File: config.mk
export PLATFORM = sky130hd
export DESIGN_NAME = bolme_hakem
export DESIGN_NICKNAME = d
export VERILOG_FILES = /design/src/rtl/bolme_hakem.sv
export SDC_FILE = /design/constraint.sdc
export NUM_CORES = 1
export LEC_CHECK = 0
export CORE_MARGIN = 2
export CORE_UTILIZATION = 48
export CTS_BUF_LIST = sky130_fd_sc_hd__clkbuf_16
export DETAILED_ROUTE_END_ITERATION = 16
export PLACE_DENSITY_LB_ADDON = 0.2
export SYNTH_ARGS = -nofsm -noshare
export SYNTH_HDL_FRONTEND = slang
export SYNTH_SLANG_ARGS = --single-unit
File: constraint.sdc
create_clock -name clk -period 6.7 [get_ports clk]
set_input_delay 1.005 -clock clk [delete_from_list [all_inputs] [get_ports clk]]
set_output_delay 1.005 -clock clk [all_outputs]
set_load 0.1 [all_outputs]
File: src/rtl/bolme_hakem.sv
// bolme_hakem: round-robin arbiter/sequencer in front of one shared sequential
// signed Q4.4 divider core.
//
// Ports
//   clk, rst                 clock, asynchronous active-high reset
//   req_gecerli/req_hazir    per-requester valid / one-hot accept pulse
//   req_bolunen, req_bolen   packed 8-bit operands, slot i = [8i+7:8i]
//   resp_*                   response channel (valid/ready, id, quotient,
//                            remainder, error flag)
//   div_basla/div_bitti      start/done handshake with the divider core
//   div_bolunen, div_bolen   operands held for the core for the whole operation
//   div_bolum, div_kalan     core results, valid while div_bitti is high
//   div_sifirla              core reset request (reset and timeout recovery)
module bolme_hakem #(
  parameter int NREQ        = 4,
  parameter int IDW         = 2,
  parameter int ZAMAN_ASIMI = 64
) (
  input  logic                 clk,
  input  logic                 rst,
  input  logic [NREQ-1:0]      req_gecerli,
  input  logic [8*NREQ-1:0]    req_bolunen,
  input  logic [8*NREQ-1:0]    req_bolen,
  output logic [NREQ-1:0]      req_hazir,
  output logic                 resp_gecerli,
  input  logic                 resp_hazir,
  output logic [IDW-1:0]       resp_id,
  output logic [15:0]          resp_bolum,
  output logic [15:0]          resp_kalan,
  output logic                 resp_hata,
  output logic                 div_basla,
  output logic [7:0]           div_bolunen,
  output logic [7:0]           div_bolen,
  input  logic                 div_bitti,
  input  logic [15:0]          div_bolum,
  input  logic [15:0]          div_kalan,
  output logic                 div_sifirla
);

  localparam int CW = (ZAMAN_ASIMI > 1) ? $clog2(ZAMAN_ASIMI) : 1;

  typedef enum logic [1:0] {BOS, YUKLE, BEKLE, CEVAP} durum_t;

  durum_t         durum_q;
  logic [IDW-1:0] son_q;
  logic [CW-1:0]  sayac_q;

  logic           resp_gecerli_q;
  logic [IDW-1:0] resp_id_q;
  logic [15:0]    resp_bolum_q;
  logic [15:0]    resp_kalan_q;
  logic           resp_hata_q;
  logic           div_basla_q;
  logic [7:0]     div_bolunen_q;
  logic [7:0]     div_bolen_q;
  logic           div_sifirla_q;

  // Round-robin pick: first valid index strictly above son_q, otherwise
  // wrap and take the first valid index from 0 up to son_q.
  logic           gnt_var;
  logic [IDW-1:0] gnt_idx;
  logic [7:0]     sec_a;
  logic [7:0]     sec_b;

  always_comb begin
    gnt_var = 1'b0;
    gnt_idx = '0;
    for (int i = 0; i < NREQ; i++) begin
      if (!gnt_var && req_gecerli[i] && (IDW'(i) > son_q)) begin
        gnt_var = 1'b1;
        gnt_idx = IDW'(i);
      end
    end
    for (int i = 0; i < NREQ; i++) begin
      if (!gnt_var && req_gecerli[i] && (IDW'(i) <= son_q)) begin
        gnt_var = 1'b1;
        gnt_idx = IDW'(i);
      end
    end
  end

  always_comb begin
    sec_a = '0;
    sec_b = '0;
    for (int i = 0; i < NREQ; i++) begin
      if (gnt_idx == IDW'(i)) begin
        sec_a = req_bolunen[8*i +: 8];
        sec_b = req_bolen[8*i +: 8];
      end
    end
  end

  // The accept pulse has to land in the same cycle the request is seen, so it
  // is the only combinational output; everything else comes from registers.
  always_comb begin
    req_hazir = '0;
    if (durum_q == BOS && gnt_var) req_hazir[gnt_idx] = 1'b1;
  end

  always_ff @(posedge clk or posedge rst) begin
    if (rst) begin
      durum_q        <= BOS;
      son_q          <= IDW'(NREQ-1);
      sayac_q        <= '0;
      resp_gecerli_q <= 1'b0;
      resp_id_q      <= '0;
      resp_bolum_q   <= '0;
      resp_kalan_q   <= '0;
      resp_hata_q    <= 1'b0;
      div_basla_q    <= 1'b0;
      div_bolunen_q  <= '0;
      div_bolen_q    <= '0;
      div_sifirla_q  <= 1'b1;
    end else begin
      div_basla_q   <= 1'b0;
      div_sifirla_q <= 1'b0;
      case (durum_q)
        BOS: begin
          if (gnt_var) begin
            son_q     <= gnt_idx;
            resp_id_q <= gnt_idx;
            if (sec_b == 8'h00) begin
              // Divide-by-zero never reaches the core: saturate toward the
              // dividend's sign and answer straight away.
              resp_bolum_q   <= sec_a[7] ? 16'h8000 : 16'h7FFF;
              resp_kalan_q   <= '0;
              resp_hata_q    <= 1'b1;
              resp_gecerli_q <= 1'b1;
              durum_q        <= CEVAP;
            end else begin
              div_bolunen_q <= sec_a;
              div_bolen_q   <= sec_b;
              div_basla_q   <= 1'b1;   // high during YUKLE
              durum_q       <= YUKLE;
            end
          end
        end
        YUKLE: begin
          sayac_q <= '0;
          durum_q <= BEKLE;
        end
        BEKLE: begin
          // done is checked first so it wins over a coincident timeout
          if (div_bitti) begin
            resp_bolum_q   <= div_bolum;
            resp_kalan_q   <= div_kalan;
            resp_hata_q    <= 1'b0;
            resp_gecerli_q <= 1'b1;
            durum_q        <= CEVAP;
          end else if (sayac_q == CW'(ZAMAN_ASIMI-1)) begin
            div_sifirla_q  <= 1'b1;
            resp_bolum_q   <= '0;
            resp_kalan_q   <= '0;
            resp_hata_q    <= 1'b1;
            resp_gecerli_q <= 1'b1;
            durum_q        <= CEVAP;
          end else begin
            sayac_q <= sayac_q + CW'(1);
          end
        end
        CEVAP: begin
          if (resp_hazir) begin
            resp_gecerli_q <= 1'b0;
            durum_q        <= BOS;
          end
        end
        default: durum_q <= BOS;
      endcase
    end
  end

  assign resp_gecerli = resp_gecerli_q;
  assign resp_id      = resp_id_q;
  assign resp_bolum   = resp_bolum_q;
  assign resp_kalan   = resp_kalan_q;
  assign resp_hata    = resp_hata_q;
  assign div_basla    = div_basla_q;
  assign div_bolunen  = div_bolunen_q;
  assign div_bolen    = div_bolen_q;
  assign div_sifirla  = div_sifirla_q;

endmodule

==> metrics.md <==
| Metric | Value |
|---|---|
| Result of the run | finished clean |
| Placed cell count | 713 |
| Initial antenna violation count | 0 |
| Avg Synthesized Cell Area | 8.549 um2 |
| Syn Nets | 586 |
| Worst reg-to-reg path cell count | 8 |
| Final Cell Area | 6021 um2 |
| Core outline area | 8217 um2 |
| Global-route congestion overflow total | 0 |
| Die Span Y | 96.17 um |
| Starting utilization of the core area | 49.63% |
| Number of antenna diodes | 0 |
| Die area | 9249 um2 |
| Reg2reg end | div_bolunen[5] |
| Share of synthesized area occupied by flip-flops and latches | 39.37% |
| Type of element capturing the critical path | output port |
| Dominant cells by area after synthesis | sky130_fd_sc_hd__dfrtp_1, sky130_fd_sc_hd__nand2_1, sky130_fd_sc_hd__a311o_1, sky130_fd_sc_hd__a32oi_1, sky130_fd_sc_hd__a22oi_2 |
| Number of global-route vias before repair | 3,987 |
| Clock edge transition at the registers on the reported setup and hold paths | 0.06 ns |
| Flip-flop cell with the highest count after synthesis | sky130_fd_sc_hd__dfrtp_1 |
| Buffers inserted by post-CTS timing repair | 0 |
| Overall power of the completed layout | 3.594 mW |
| Total half-perimeter wirelength after legalization and detailed placement | 9468 um |
| Setup TNS | 0 ns |
| Min-Delay Path Class | reg -> reg |
| Total count of max-transition violations in the final report | 0 |
| Min-Delay Path Depth | 2 |
| Share of post-route cells with drive strength above 1 | 8.814% |
| Summed instance area of the synthesized netlist | 4078 um2 |
| Worst clock skew on the final layout | 0.006191 ns |
| Most numerous cell types in the synthesized netlist | sky130_fd_sc_hd__nand2_1, sky130_fd_sc_hd__dfrtp_1, sky130_fd_sc_hd__nor2_1 |
| First DRT Iteration DRCs | 253 |
| Clock tree root driver cell | sky130_fd_sc_hd__clkbuf_16 |
| Worst Hold End | resp_id[1] |
| Hold path start | resp_id[1] |
| Synth area leader | sky130_fd_sc_hd__dfrtp_1 |
| P_leak | 2.489 nW |
| Number of clock buffers inserted by TritonCTS | 9 |
| Number of buffers inserted for hold repair after clock tree synthesis | 0 |
| Horizontal extent of the die | 96.17 um |
| Number of non-filler instances in the completed layout | 729 |
| Slew at the pin with the worst max-slew slack | 1.030 ns |
| Max transition margin | 31.14% |
| Vias per inst | 5.849 |
| Maximum frequency from static timing analysis | 0.1961 GHz |
| Startpoint of the worst-slack reg-to-reg timing path | son_q[0] |
| Cell area power density | 596.9 nW/um2 |
| Latest clock arrival within the worst-skew pair | 0.32 ns |
| Maximum level of the CTS H-tree | 3 |
| Number of hold violations in the final report | 0 |
| Worst EP arrival | 4.09 ns |
| Standard-cell rows | 33 |
| Yosys Warn Count | 0 |
| Number of nets in the finished design | 728 |
| Post-cts gate resize count | 0 |
| Worst supply voltage drop on vdd | 0.3842 mV |
| Routed length per placed instance | 18.26 um |
| Post-synthesis to final-layout area growth | 47.65% |
| Max cap viols | 0 |
| Number of iterations in the first detailed-routing pass | 4 |
| Number of distinct library cell variants in the gate-level netlist after synthesis | 55 |
| # port buffers | 161 |
| RSZ-0062 raised after global routing | no |
| Peak fanout along the critical path | 11 |
| Area share of the largest cell type after synthesis | 37.43% |
| I/O pin total | 162 |
| Number of setup violations in the final report | 0 |
| TritonCTS clock tree | done |
| CTS sink cnt | 64 |
| Setup crit start kind | input pin |
| Total via count in the routed design | 4,264 |
| Largest net degree at the start of global routing | 65 |
| Top-count cell post-synth | sky130_fd_sc_hd__nand2_1 |
| Routability congestion estimate | 0.9464 |
| Reg-to-reg slack, setup | 2.44 ns |
| Number of filler instances in the final layout | 636 |
| Overall Global Routing Usage | 28.02% |
| Post-DRT Antenna Nets | 0 |
| WL final | 13,310 um |
| Maximum clock path buffer count | 2 |
| Post-detailed-placement cell area | 5695 um2 |
| Count of flip-flops with a built-in enable after synthesis | 0 |
| Final min period | 5.099 ns |
| Crit Path Class | in -> out |
| CP required | 5.69 ns |
| Flop and latch count out of synthesis | 64 |
| Fraction of the cycle the final worst path needs | 76.10% |
| Global-route wire length before repair | 20,040 um |
| DRC violations left | 0 |
| Synthesized instance count | 477 |
| Asr flop ratio synth | 100.0% |
power breakdown:
group	internal [mW]	total, mW	leakage [nW]	switching (mW)
Sequential	0.557	0.684	0.796	0.127
Combinational	0.664	2.40	1.53	1.74
Clock	0.329	0.508	0.161	0.179
Total	1.55	3.59	2.49	2.04
worst max path at each step:
stage                         from              to  slack, ns  cells past startpoint
global placement    req_gecerli[2]  div_bolunen[5]       1.63                      9
CTS                 req_gecerli[2]    req_hazir[2]       1.64                      6
detailed placement  req_gecerli[1]  div_bolunen[5]       1.47                      9
global route        req_gecerli[2]  div_bolunen[5]       1.46                      9
finish              req_gecerli[2]    req_hazir[2]       1.60                      6
floorplan           req_gecerli[3]    req_hazir[0]       0.96                      6
layer usage:
layer / global-route usage [%] / routed length [um]
met5: 0 / 0
met4: 7.262 / 125
met3: 5.717 / 1067
met2: 46.70 / 6527
met1: 37.13 / 5591
kinds of logic after synthesis:
logic type / share of synthesized area, %
mux: 5.830
xor+xnor: 0.6445
compound gates: 23.04
simple gates: 23.35
fa+ha+maj: 1.534
flops: 39.37
buf+inv: 6.229
layout make-up:
cell class | count | area (um2) | share of cell area (%)
Clock inverter | 7 | 100.1 | 1.663
Sequential cell | 64 | 1605 | 26.66
Multi-Input combinational cell | 357 | 2227 | 36.99
Inverter | 20 | 75.07 | 1.247
Tap cell | 105 | 131.4 | 2.182
Timing Repair Buffer | 167 | 1657 | 27.51
Clock buffer | 9 | 225.2 | 3.741
worst max-delay path, cell delays in order:
cell and delay [ns]:
sky130_fd_sc_hd__clkdlybuf4s50_1 0.62, sky130_fd_sc_hd__o21ai_1 0.12, sky130_fd_sc_hd__a21oi_1 0.74, sky130_fd_sc_hd__nor2_2 0.15, sky130_fd_sc_hd__nor3_1 0.27, sky130_fd_sc_hd__clkdlybuf4s50_1 1.18
registers in the layout, summed over array words and instances (netlist names):
| signal | count |
|---|---|
| div_bolunen | 8 |
| resp_bolum | 16 |
| resp_kalan | 16 |
| resp_gecerli | 1 |
| sayac_q | 6 |
| div_sifirla | 1 |
| div_bolen | 8 |
| resp_hata | 1 |
| son_q | 2 |
| durum_q | 2 |
| div_basla | 1 |
| resp_id | 2 |
through the flow:
step / hold slack [ns] / util, % / setup WS, ns
after floorplan: 0.5002 / - / 0.9598
after global placement: 0.4641 / 69.32 / 1.626
after detailed placement: 0.4740 / 69.32 / 1.468
after CTS: 0.4867 / 73.28 / 1.639
after global routing: 0.5315 / 73.28 / 1.465
final: 0.4868 / 73.28 / 1.601
cells in the final DEF, fill, tap and decap left out, types with 2 or more instances in the layout:
cell type	instances
sky130_fd_sc_hd__a22oi_1	6
sky130_fd_sc_hd__dfrtp_1	61
sky130_fd_sc_hd__nand2b_1	10
sky130_fd_sc_hd__clkbuf_16	9
sky130_fd_sc_hd__nand4_1	5
sky130_fd_sc_hd__o211ai_1	8
sky130_fd_sc_hd__nand3_1	15
sky130_fd_sc_hd__o21ai_1	2
sky130_fd_sc_hd__and2_1	2
sky130_fd_sc_hd__mux2_2	9
sky130_fd_sc_hd__a32o_1	5
sky130_fd_sc_hd__a22oi_2	10
sky130_fd_sc_hd__a311o_1	16
sky130_fd_sc_hd__nor2_1	32
sky130_fd_sc_hd__nor3_1	23
sky130_fd_sc_hd__inv_6	3
sky130_fd_sc_hd__nor2b_1	5
sky130_fd_sc_hd__clkdlybuf4s50_1	161
sky130_fd_sc_hd__inv_1	18
sky130_fd_sc_hd__a32oi_1	16
sky130_fd_sc_hd__or2_2	2
sky130_fd_sc_hd__mux2i_1	8
sky130_fd_sc_hd__or3_1	7
sky130_fd_sc_hd__a31oi_1	5
sky130_fd_sc_hd__mux2_1	5
sky130_fd_sc_hd__nand2_1	95
sky130_fd_sc_hd__xor2_1	3
sky130_fd_sc_hd__buf_4	6
sky130_fd_sc_hd__dfstp_2	3
sky130_fd_sc_hd__nor2_2	2
sky130_fd_sc_hd__and3_1	4
sky130_fd_sc_hd__a21oi_1	13
sky130_fd_sc_hd__a22o_1	2
sky130_fd_sc_hd__bufinv_16	2
sky130_fd_sc_hd__o21ai_0	23
sky130_fd_sc_hd__ha_1	5
(Power assumes the default switching activity.)
